## config.mk

```make
export PLATFORM = sky130hd
export DESIGN_NAME = mem_arbiter
export DESIGN_NICKNAME = d
export VERILOG_FILES = /design/src/rtl/mips_mem_pkg.sv /design/src/rtl/mem_arb_starve_ctr.sv /design/src/rtl/mem_arbiter.sv
export SDC_FILE = /design/constraint.sdc
export NUM_CORES = 1
export LEC_CHECK = 0
export ABC_AREA = 1
export BUFFER_PORTS_ARGS = -buffer_cell sky130_fd_sc_hd__clkbuf_2
export CELL_PAD_IN_SITES_DETAIL_PLACEMENT = 0
export CELL_PAD_IN_SITES_GLOBAL_PLACEMENT = 1
export CORE_MARGIN = 4
export CORE_UTILIZATION = 28
export DETAILED_ROUTE_END_ITERATION = 10
export PLACE_DENSITY_LB_ADDON = 0.1
export SLEW_MARGIN = 0
export SYNTH_ARGS = -nofsm -noshare
export SYNTH_HDL_FRONTEND = slang
export SYNTH_SLANG_ARGS = --single-unit
```

## constraint.sdc

```tcl
create_clock -name clock -period 3.2 [get_ports clock]
set_input_delay 0.64 -clock clock [delete_from_list [all_inputs] [get_ports clock]]
set_output_delay 0.64 -clock clock [all_outputs]
set_load 0.02 [all_outputs]
```

## src/rtl/mips_mem_pkg.sv

```systemverilog
// Shared types and default widths for the instruction/data memory arbiter.
package mips_mem_pkg;

  localparam int DEF_ADDR_W     = 10;
  localparam int DEF_DATA_W     = 32;
  localparam int DEF_STARVE_MAX = 4;

  // Owner of the memory port in the previous cycle, used to route responses.
  typedef enum logic [1:0] {
    OWN_NONE = 2'd0,
    OWN_I    = 2'd1,
    OWN_D    = 2'd2
  } owner_e;

endpackage : mips_mem_pkg

```

## src/rtl/mem_arb_starve_ctr.sv

```systemverilog
// Counts consecutive data grants while a fetch waits; starved_o asks the
// arbiter to let the fetch through ahead of data.
module mem_arb_starve_ctr #(
  parameter int STARVE_MAX = 4
) (
  input  logic clock,
  input  logic reset,
  input  logic i_req_i,
  input  logic i_gnt_i,
  input  logic d_gnt_i,
  output logic starved_o
);

  localparam int                CNT_W   = $clog2(STARVE_MAX + 1);
  localparam logic [CNT_W-1:0]  CNT_MAX = CNT_W'(STARVE_MAX);

  logic [CNT_W-1:0] cnt_q, cnt_d;

  always_comb begin
    cnt_d = cnt_q;
    if (i_gnt_i || !i_req_i) begin
      cnt_d = '0;
    end else if (d_gnt_i && (cnt_q != CNT_MAX)) begin
      cnt_d = cnt_q + CNT_W'(1);
    end
  end

  always_ff @(posedge clock or posedge reset) begin
    if (reset) begin
      cnt_q <= '0;
    end else begin
      cnt_q <= cnt_d;
    end
  end

  assign starved_o = (cnt_q == CNT_MAX);

endmodule : mem_arb_starve_ctr

```

## src/rtl/mem_arbiter.sv

```systemverilog
// Arbitrates a single-port synchronous memory between instruction fetch and
// data access. Define MEM_ARB_STARVE_GUARD_EN to bound fetch starvation.
module mem_arbiter
  import mips_mem_pkg::*;
#(
  parameter int ADDR_W     = DEF_ADDR_W,
  parameter int DATA_W     = DEF_DATA_W,
  parameter int STARVE_MAX = DEF_STARVE_MAX
) (
  input  logic              clock,
  input  logic              reset,
  // instruction side
  input  logic              i_req,
  input  logic [ADDR_W-1:0] i_addr,
  input  logic              i_flush,
  output logic              i_gnt,
  output logic              i_rvalid,
  output logic [DATA_W-1:0] i_rdata,
  // data side
  input  logic              d_req,
  input  logic              d_we,
  input  logic [ADDR_W-1:0] d_addr,
  input  logic [DATA_W-1:0] d_wdata,
  output logic              d_gnt,
  output logic              d_rvalid,
  output logic [DATA_W-1:0] d_rdata,
  // memory port
  output logic              mem_en,
  output logic              mem_we,
  output logic [ADDR_W-1:0] mem_addr,
  output logic [DATA_W-1:0] mem_wdata,
  input  logic [DATA_W-1:0] mem_rdata
);

  owner_e            state_q, state_d;
  logic              d_load_q, d_load_d;
  logic [DATA_W-1:0] i_rdata_q, d_rdata_q;
  logic              i_want, d_want, starved;

  // Grants are gated by reset so nothing reaches memory while it is held.
  assign i_want = i_req && !i_flush && !reset;
  assign d_want = d_req && !reset;

`ifdef MEM_ARB_STARVE_GUARD_EN
  mem_arb_starve_ctr #(
    .STARVE_MAX (STARVE_MAX)
  ) u_starve_ctr (
    .clock     (clock),
    .reset     (reset),
    .i_req_i   (i_req),
    .i_gnt_i   (i_gnt),
    .d_gnt_i   (d_gnt),
    .starved_o (starved)
  );
`else
  // Guard disabled: a fetch is never forced ahead of data.
  assign starved = (STARVE_MAX < 0);
`endif

  // NOTE: every output of this block gets a default first so no path leaves a
  // signal unassigned, which would otherwise infer a latch.
  always_comb begin
    state_d   = OWN_NONE;
    d_load_d  = 1'b0;
    i_gnt     = 1'b0;
    d_gnt     = 1'b0;
    mem_en    = 1'b0;
    mem_we    = 1'b0;
    mem_addr  = i_addr;
    mem_wdata = d_wdata;
    if (d_want && !(i_want && starved)) begin
      d_gnt    = 1'b1;
      mem_en   = 1'b1;
      mem_we   = d_we;
      mem_addr = d_addr;
      state_d  = OWN_D;
      d_load_d = !d_we;
    end else if (i_want) begin
      i_gnt   = 1'b1;
      mem_en  = 1'b1;
      state_d = OWN_I;
    end
  end

  // A flush in the response cycle cancels the fetch that was granted before it.
  assign i_rvalid = (state_q == OWN_I) && !i_flush;
  assign d_rvalid = (state_q == OWN_D) && d_load_q;

  assign i_rdata = i_rvalid ? mem_rdata : i_rdata_q;
  assign d_rdata = d_rvalid ? mem_rdata : d_rdata_q;

  // NOTE: registers use non-blocking assignments so every flop samples the
  // values from before the edge, independent of statement order.
  always_ff @(posedge clock or posedge reset) begin
    if (reset) begin
      state_q   <= OWN_NONE;
      d_load_q  <= 1'b0;
      i_rdata_q <= '0;
      d_rdata_q <= '0;
    end else begin
      state_q  <= state_d;
      d_load_q <= d_load_d;
      if (i_rvalid) i_rdata_q <= mem_rdata;
      if (d_rvalid) d_rdata_q <= mem_rdata;
    end
  end

endmodule : mem_arbiter

```

== Word level (Yosys, flattened, before mapping) ==
Cells that the tools add are included.

* Input port bits: 90
* Output and inout bits: 112
* Bits in registers: 67
* Logic and storage cells: 25

* Eq/ne operators: 2
* Reduce and logical (&&, ||, !) cells: 8
* Muxes and demuxes: 11

{| class="wikitable"
|+ Operators by type and width
! kind !! count
|-
| $mux W32 || 2
|-
| $mux W10 || 1
|-
| $mux W1 || 7
|-
| $logic_and A1 B1 Y1 || 5
|-
| $logic_not A1 Y1 || 3
|-
| $eq A2 B1 Y1 const B || 1
|-
| $eq A2 B2 Y1 const B || 1
|-
| $mux W2 || 1
|}

== Depth between registers and ports, before layout ==
Gate-level depths: netlist (run 1).

* Depth in word-level cells: 5
* Gate-level depth with buffers: 6
* Mapped depth without buffers: 5

== Worst setup path after synthesis (run 1) ==
Ideal clock, no wire load.

* Path kind: input to output
* Start point: input port reset
* End point: output port mem_addr[0]
* Slack: 0.293 ns
* Buffers on the path: 1
* Arrival time: 2.267 ns
* Stages: 6
* Data required time: 2.560 ns
* Path through: inv_2 -> nand2_1 -> inv_2 -> buf_2 -> nand2_1 -> nand2_1

* Cells in the longest elaborated chain, start to end: 3

{| class="wikitable"
|+ RTL lines
! what !! RTL line !! RTL
|-
| start: declaration || mem_arbiter.sv:11 || <nowiki>input logic reset,</nowiki>
|-
| $logic_not A1 Y1 (no line) || -- ||
|-
| $logic_and A1 B1 Y1 || mem_arbiter.sv:42 || <nowiki>assign d_want = d_req && !reset;</nowiki>
|-
| $mux W10 || mem_arbiter.sv:71 || <nowiki>if (d_want && !(i_want && starved)) begin</nowiki>
|-
| end: declaration || mem_arbiter.sv:30 || <nowiki>output logic [ADDR_W-1:0] mem_addr,</nowiki>
|}

Every way passes these cells.

== Worst setup path after layout (run 1) ==
* Start point: register state_q[0]
* End point: output port d_rdata[18]

* Cells in the longest elaborated chain, start to end: 3

{| class="wikitable"
|+ RTL lines
! what !! RTL line !! RTL
|-
| start: declaration || mem_arbiter.sv:35 || <nowiki>owner_e state_q, state_d;</nowiki>
|-
| start signal: assignment || mem_arbiter.sv:101 || <nowiki>state_q <= state_d;</nowiki>
|-
| $eq A2 B2 Y1 || mem_arbiter.sv:87 || <nowiki>assign d_rvalid = (state_q == OWN_D) && d_load_q;</nowiki>
|-
| $logic_and A1 B1 Y1 || mem_arbiter.sv:87 ||
|-
| $mux W32 || -- ||
|-
| end: declaration || mem_arbiter.sv:26 || <nowiki>output logic [DATA_W-1:0] d_rdata,</nowiki>
|}

Every way passes these cells.

==> results of run 1 <==
power groups by stage:
stage | Sequential [uW] | Combinational, uW | Clock [uW]
floorplan | 1080 | 564 | 0
global placement | 1090 | 814 | 0
detailed placement | 1090 | 814 | 0
CTS | 1080 | 816 | 740
global route | 1100 | 884 | 772
finish | 1080 | 799 | 713
per-stage QoR:
stage | instance area, um2 | cells
2_1_floorplan | 3030 | 359
3_3_place_gp | 3590 | 587
3_5_place_dp | 3590 | 587
4_1_cts | 3790 | 602
5_1_grt | 3790 | 602
6_report | 3790 | 602
final cells by class:
cell class / instances / area share, %
clock buffers: 11 / 3.99
well taps: 136 / 4.49
multi-input cells: 232 / 25.6
repair buffers: 145 / 19.7
clock inverters: 4 / 1.32
inverters: 7 / 0.693
flip-flops and latches: 67 / 44.2
layout by cell type (no fill, tap or decap):
| cell type | instances |
|---|---|
| inv_1 | 1 |
| nor2_1 | 3 |
| nor2_4 | 1 |
| nand3_2 | 2 |
| buf_4 | 8 |
| clkinvlp_4 | 2 |
| inv_2 | 6 |
| nand4_1 | 32 |
| nand3_1 | 1 |
| nand2_1 | 193 |
| clkinv_2 | 1 |
| bufinv_16 | 1 |
| clkbuf_8 | 11 |
| clkbuf_2 | 137 |
| dfrtp_1 | 67 |
final timing paths:
check	end	slack, ns	cells after the start
max	d_rdata[18]	0.51	5
min	i_rdata_q[8]	0.47	2
max reg2reg	d_rdata_q[18]	1.52	4
min reg2reg	i_rdata_q[8]	0.47	2
max in group asynchronous	d_rdata_q[17]	1.98	3
min in group asynchronous	d_rdata_q[21]	0.63	3
worst reg2reg max path: cells and delay by family, from the launching register on:
| family | cells | cell delay (ns) |
|---|---|---|
| simple gates | 3 | 0.92 |
| buf+inv | 1 | 0.10 |
| flops | 1 | 0.53 |
cell families (layout without fill, tap and decap cells):
| group | count (synthesis) | count (layout) | share of synthesized area [%] |
|---|---|---|---|
| buf+inv | 60 | 167 | 12.4 |
| simple gates | 232 | 232 | 32.1 |
| flops | 67 | 67 | 55.4 |
routing by layer:
| metal | wire length [um] | global-route usage (%) | share of wire, % | up-vias |
|---|---|---|---|---|
| met5 | 0 | 0 | 0 | - |
| met1 | 4100 | 19.8 | 44 | 1202 |
| met3 | 783 | 4.35 | 8.4 | 18 |
| met2 | 4300 | 24.3 | 46 | 124 |
| met4 | 148 | 5.45 | 1.6 | 0 |
| li1 | - | - | - | 1303 |
sequential cells by signal (all words and copies together) (netlist names):
signal and cells:
d_load_q 1, i_rdata_q 32, state_q 2, d_rdata_q 32
==> metrics.txt, run 1 <==
Worst-path clk slew roughly 0.07 ns; HP Start i_rdata_q[8]; Die Wd 112 um; cell taking the most area after synthesis dfrtp_1; Num CTS Buffers 9; YS warnings 0; largest net degree at the start of global routing a little under 70; Least-Margin Pin Slew between 0.8 and 0.9 ns; Top FF cell, synth dfrtp_1; CTS sink count 67; CP dominant cell by count nand2_1; Pre-antenna DRT Iters 4; Final nets 552; Post-Syn Area a little over 3000 um2; Area Growth Syn to Fin 25.4%; first-pass GRT wire length between 15 and 20 mm; GRT overflow 0; clock period minus worst slack ~2.7 ns; WP buf/inv 2; R2R Path Start state_q[0]; final hold violations 0; worst hold path type flop to flop; DRT Wirelength between 9 and 10 mm; antenna violations before repair 0; DR vias ~2.6k; slowest cell on the critical path nand3_2; via/cell ratio ~4.4; Worst setup EP type output pin; Leakage about 0.0022 uW; CP max stage delay 0.57 ns; pwr/cell area 683 nW/um2; register area share after synthesis a little under three fifths; Max Fclk about 370 MHz; max-cap viol count 0; Clock Tree Buf Depth 2; CP Data Arrival Time 2.05 ns; Worst Path Required between 2 and 3 ns; worst skew pair latency 0.33 ns; vias in the first global route ~2.9k; Detail Route Antenna Nets 0; Logic pwr share 30.8%; syn nets 449; Worst Path Max Fanout 32; Top Ports ~200; setup slack at placement roughly 0.77 ns; critical path class flop to output pin; top post-synthesis cells by area dfrtp_1, nand2_1, buf_4; part of the power in the clock network 27.5%; EDFF count, synth 0; Seq pwr share between 40% and 50%; drt initial violations approximately 120; Antenna diodes 0; Mapped Cells between 300 and 400; internal power 1670 uW; drt wl/cell 15.5 um; Die Area 12500 um2; fraction of registers with async set/reset between 90% and 100%; HPWL Detailed roughly 6.7 mm; Critical Path Start Type flop; Net Sw Frac roughly 36%; CP cell instances inv_2 > nand3_2 > nand2_1 > nand2_1 > clkbuf_2; Yosys top cell area share 55.4%; Post-CTS Resized 0; peak supply drop 0.000207 V; status finished, final reports clean; Core Util, Final between 30% and 40%; Yosys cell types 12; critical path launch point state_q[0]; I/O Buffers approximately 140; max-slew violations 0; GRT Util Overall between 10% and 20%; post-route clock skew between 0.008 and 0.009 ns; number of synthesized register bits between 60 and 70; H-Tree Depth 3; CTS tree built; drc violations 0; final setup vio count 0; top cells by count, synth nand2_1, dfrtp_1, buf_4; crit share post-route a little over four fifths; Row Count 37; Avg Cell Area, Syn about 8.4 um2; Die Y-Extent 112 um; postcts setup bufs 0; Starting Density between 20% and 30%; register area 1680 um2; sw power 920 uW; slew margin rel. 41.3%; count leader, synth nand2_1; hold_ws between 0.4 and 0.5 ns; layout cells sized above 1 between 30 and 40%; buffer type at the clock tree root clkbuf_8; Setup TNS Final 0 ns; RSZ-0062 raised after global routing false; # fillers around 1.1k; worst setup margin roughly 0.51 ns; Core ar. 10400 um2; area of the multi-input gates a little under 1000 um2; Routability Congestion 0.712; critical path's top delay family simple AND/OR/NAND/NOR gates; Total Power approximately 2600 uW; cts hold-fix bufs 0
No activity file was read; power rests on OpenSTA's default activity.
==> run 2, diff against run 1 <==
--- a/config.mk
+++ b/config.mk
@@ -10,7 +10,7 @@
 export CELL_PAD_IN_SITES_DETAIL_PLACEMENT = 0
 export CELL_PAD_IN_SITES_GLOBAL_PLACEMENT = 1
 export CORE_MARGIN = 4
-export CORE_UTILIZATION = 28
+export CORE_UTILIZATION = 26
 export DETAILED_ROUTE_END_ITERATION = 10
 export PLACE_DENSITY_LB_ADDON = 0.1
 export SLEW_MARGIN = 0
==> constraint.sdc (replaced) <==
create_clock -name clock -period 2.2 [get_ports clock]
set_input_delay 0.44 -clock clock [delete_from_list [all_inputs] [get_ports clock]]
set_output_delay 0.44 -clock clock [all_outputs]
set_load 0.02 [all_outputs]
==> run 2 against run 1 <==
Compared with the run above: first-iteration DRC count is 13% lower; critical endpoint is now i_rdata[2]; flip-flop and latch count stayed put; die area is 7.1% higher; utilization is 1.9 points lower; cell count is 2.3% higher; combinational power is 48% higher; register-to-register slack worse by 0.59 ns; total power is 56% higher; clock power is 81% higher; worst hold slack worse by 0.19 ns; clock skew is 0.0053 ns lower; highest routed layer unchanged; global-route usage is 0.64 points lower.
==> metrics.txt, run 2 (synthesis gave the netlist of run 1 again) <==
worst skew pair latency 0.33 ns (about the same); Least-Margin Pin Slew 0.898 ns (+0.0170 ns); Starting Density 26.5% (-2.5 points); Worst Path Required 1.76 ns (-0.80 ns); Final nets 559 (+1.3%); GRT overflow 0 (unchanged); CTS tree built; commonest non-fill, non-tap cell in the layout nand2_1; Clock Tree Buf Depth 2 (unchanged); HPWL Detailed 6.50 mm (-3.1%); Die Wd 116 um (+3.5%); Num CTS Buffers 9 (unchanged); drt initial violations 106 (-13%); largest net degree at the start of global routing 67 (-1.5%); Detail Route Antenna Nets 0 (unchanged); Pre-antenna DRT Iters 4 (unchanged); Max Fclk about 480 MHz; H-Tree Depth 3 (unchanged); final hold violations 0 (unchanged); Worst Path Max Fanout 20 (-38%); drc violations 0 (unchanged); Row Count 39 (+5.4%); Routability Congestion 0.734 (+3.2%); CP Data Arrival Time 1.63 ns (-0.42 ns); Post-CTS Resized 0 (unchanged); peak supply drop 0.000446 V (+120%); critical path launch point state_q[1]; Area Growth Syn to Fin 30.4%; R2R Path Start state_q[1]; internal power 2640 uW (+58%); critical path class flop to output pin; Net Sw Frac 34.4% (-1.1 points); largest registers d_rdata_q x32, i_rdata_q x32, state_q x2; DR vias 2700 (+2.0%); Logic pwr share 29.3% (-1.5 points); Critical Path Start Type flop; pwr/cell area 1020 nW/um2 (+50%); final setup vio count 0 (unchanged); CP cell instances inv_2 > nand3_2 > buf_4 > nand2_1 > nand2_1 > clkbuf_2; I/O Buffers 137 (unchanged); Top Ports 202 (unchanged); Worst-path clk slew 0.05 ns (-0.02 ns); RSZ-0062 raised after global routing false; max-slew violations 0 (unchanged); max-cap viol count 0 (unchanged); HP Start d_we; Die Y-Extent 116 um (+3.5%); sw power 1390 uW (+51%); most frequent cells in the layout nand2_1, clkbuf_2, dfrtp_1; post-route clock skew 0.00325 ns (-0.00527 ns); Cells after DPL 598 (+1.9%); critical path's top delay family buffers and inverters; buffer type at the clock tree root clkbuf_16; Setup TNS Final 0 ns (unchanged); worst hold path type input pin to flop; slew margin rel. 40.1% (-1.1 points); antenna violations before repair 0 (unchanged); Core ar. 11400 um2 (+9.6%); GRT Util Overall 14.6% (-0.64 points); first-pass GRT wire length 14.8 mm (-2.5%); crit share post-route between 90% and 100%; status finished, final reports clean; WP buf/inv 3 (+1); Seq pwr share 38.9% (-2.7 points); Die Area 13400 um2 (+7.1%); CP dominant cell by count nand2_1; Antenna diodes 0 (unchanged); clock period minus worst slack 2.07 ns; Final Non-Filler Cells 616 (+2.3%); slowest cell on the critical path dfrtp_1; Leakage 0.00229 uW (+3.4%); CTS sink count 67 (unchanged); vias in the first global route 2762 (-3.2%); CP max stage delay 0.40 ns (-0.17 ns); drt wl/cell 15.5 um (about the same); Worst setup EP type output pin; via/cell ratio 4.38 (-0.32%); layout cells sized above 1 36.6% (+0.31 points); part of the power in the clock network 31.9% (+4.4 points); DRT Wirelength 9.54 mm (+2.2%)
## run 2: worst paths after layout
check / end / slack, ns / cells past startpoint
max in group asynchronous: i_rdata_q[6] / 1.16 / 3
worst max register to register: i_rdata_q[2] / 0.93 / 5
worst max-delay path: i_rdata[2] / 0.13 / 6
worst min-delay path: d_load_q / 0.28 / 2
min in group asynchronous: d_load_q / 0.42 / 3
worst min register to register: i_rdata_q[19] / 0.46 / 2
## run 2: through the flow
step	worst slack (ns)	hold WS [ns]	util [%]	total power [uW]	instance area, um2
global placement	0.346	0.345	32.0	2780	3660
global route	0.0284	0.278	34.5	4280	3940
floorplan	0.0570	0.433	-	2400	3030
CTS	0.0361	0.264	34.4	4110	3930
detailed placement	0.314	0.343	32.0	2790	3660
finish	0.126	0.278	34.5	4030	3940
## run 2: timing repair
item	CTS	global route
setup buffers	0	2
setup endpoints to repair	0	15
hold endpoints to repair	1	0
hold buffers	1	0
## run 2: cell type report
type,count,area [um2]
clock buffer,12,246
multi-input combinational,232,972
timing repair buffer,152,826
tap,143,179
clock inverter,3,15.0
fill,1227,7470
inverter,7,28.8
sequential,67,1680
## run 2: power groups by stage
stage	registers [uW]	clock network [uW]	logic, uW
CTS	1570	1340	1200
detailed placement	1590	0	1200
finish	1570	1290	1180
floorplan	1580	0	821
global route	1590	1380	1300
global placement	1590	0	1190
## run 2: metal layers
layer / vias up / routed length [um] / GRT usage, %
li1: 1323 / - / -
met5: - / 0 / 0
met2: 111 / 4270 / 22.0
met1: 1247 / 4300 / 18.7
met3: 19 / 776 / 4.80
met4: 0 / 187 / 7.50
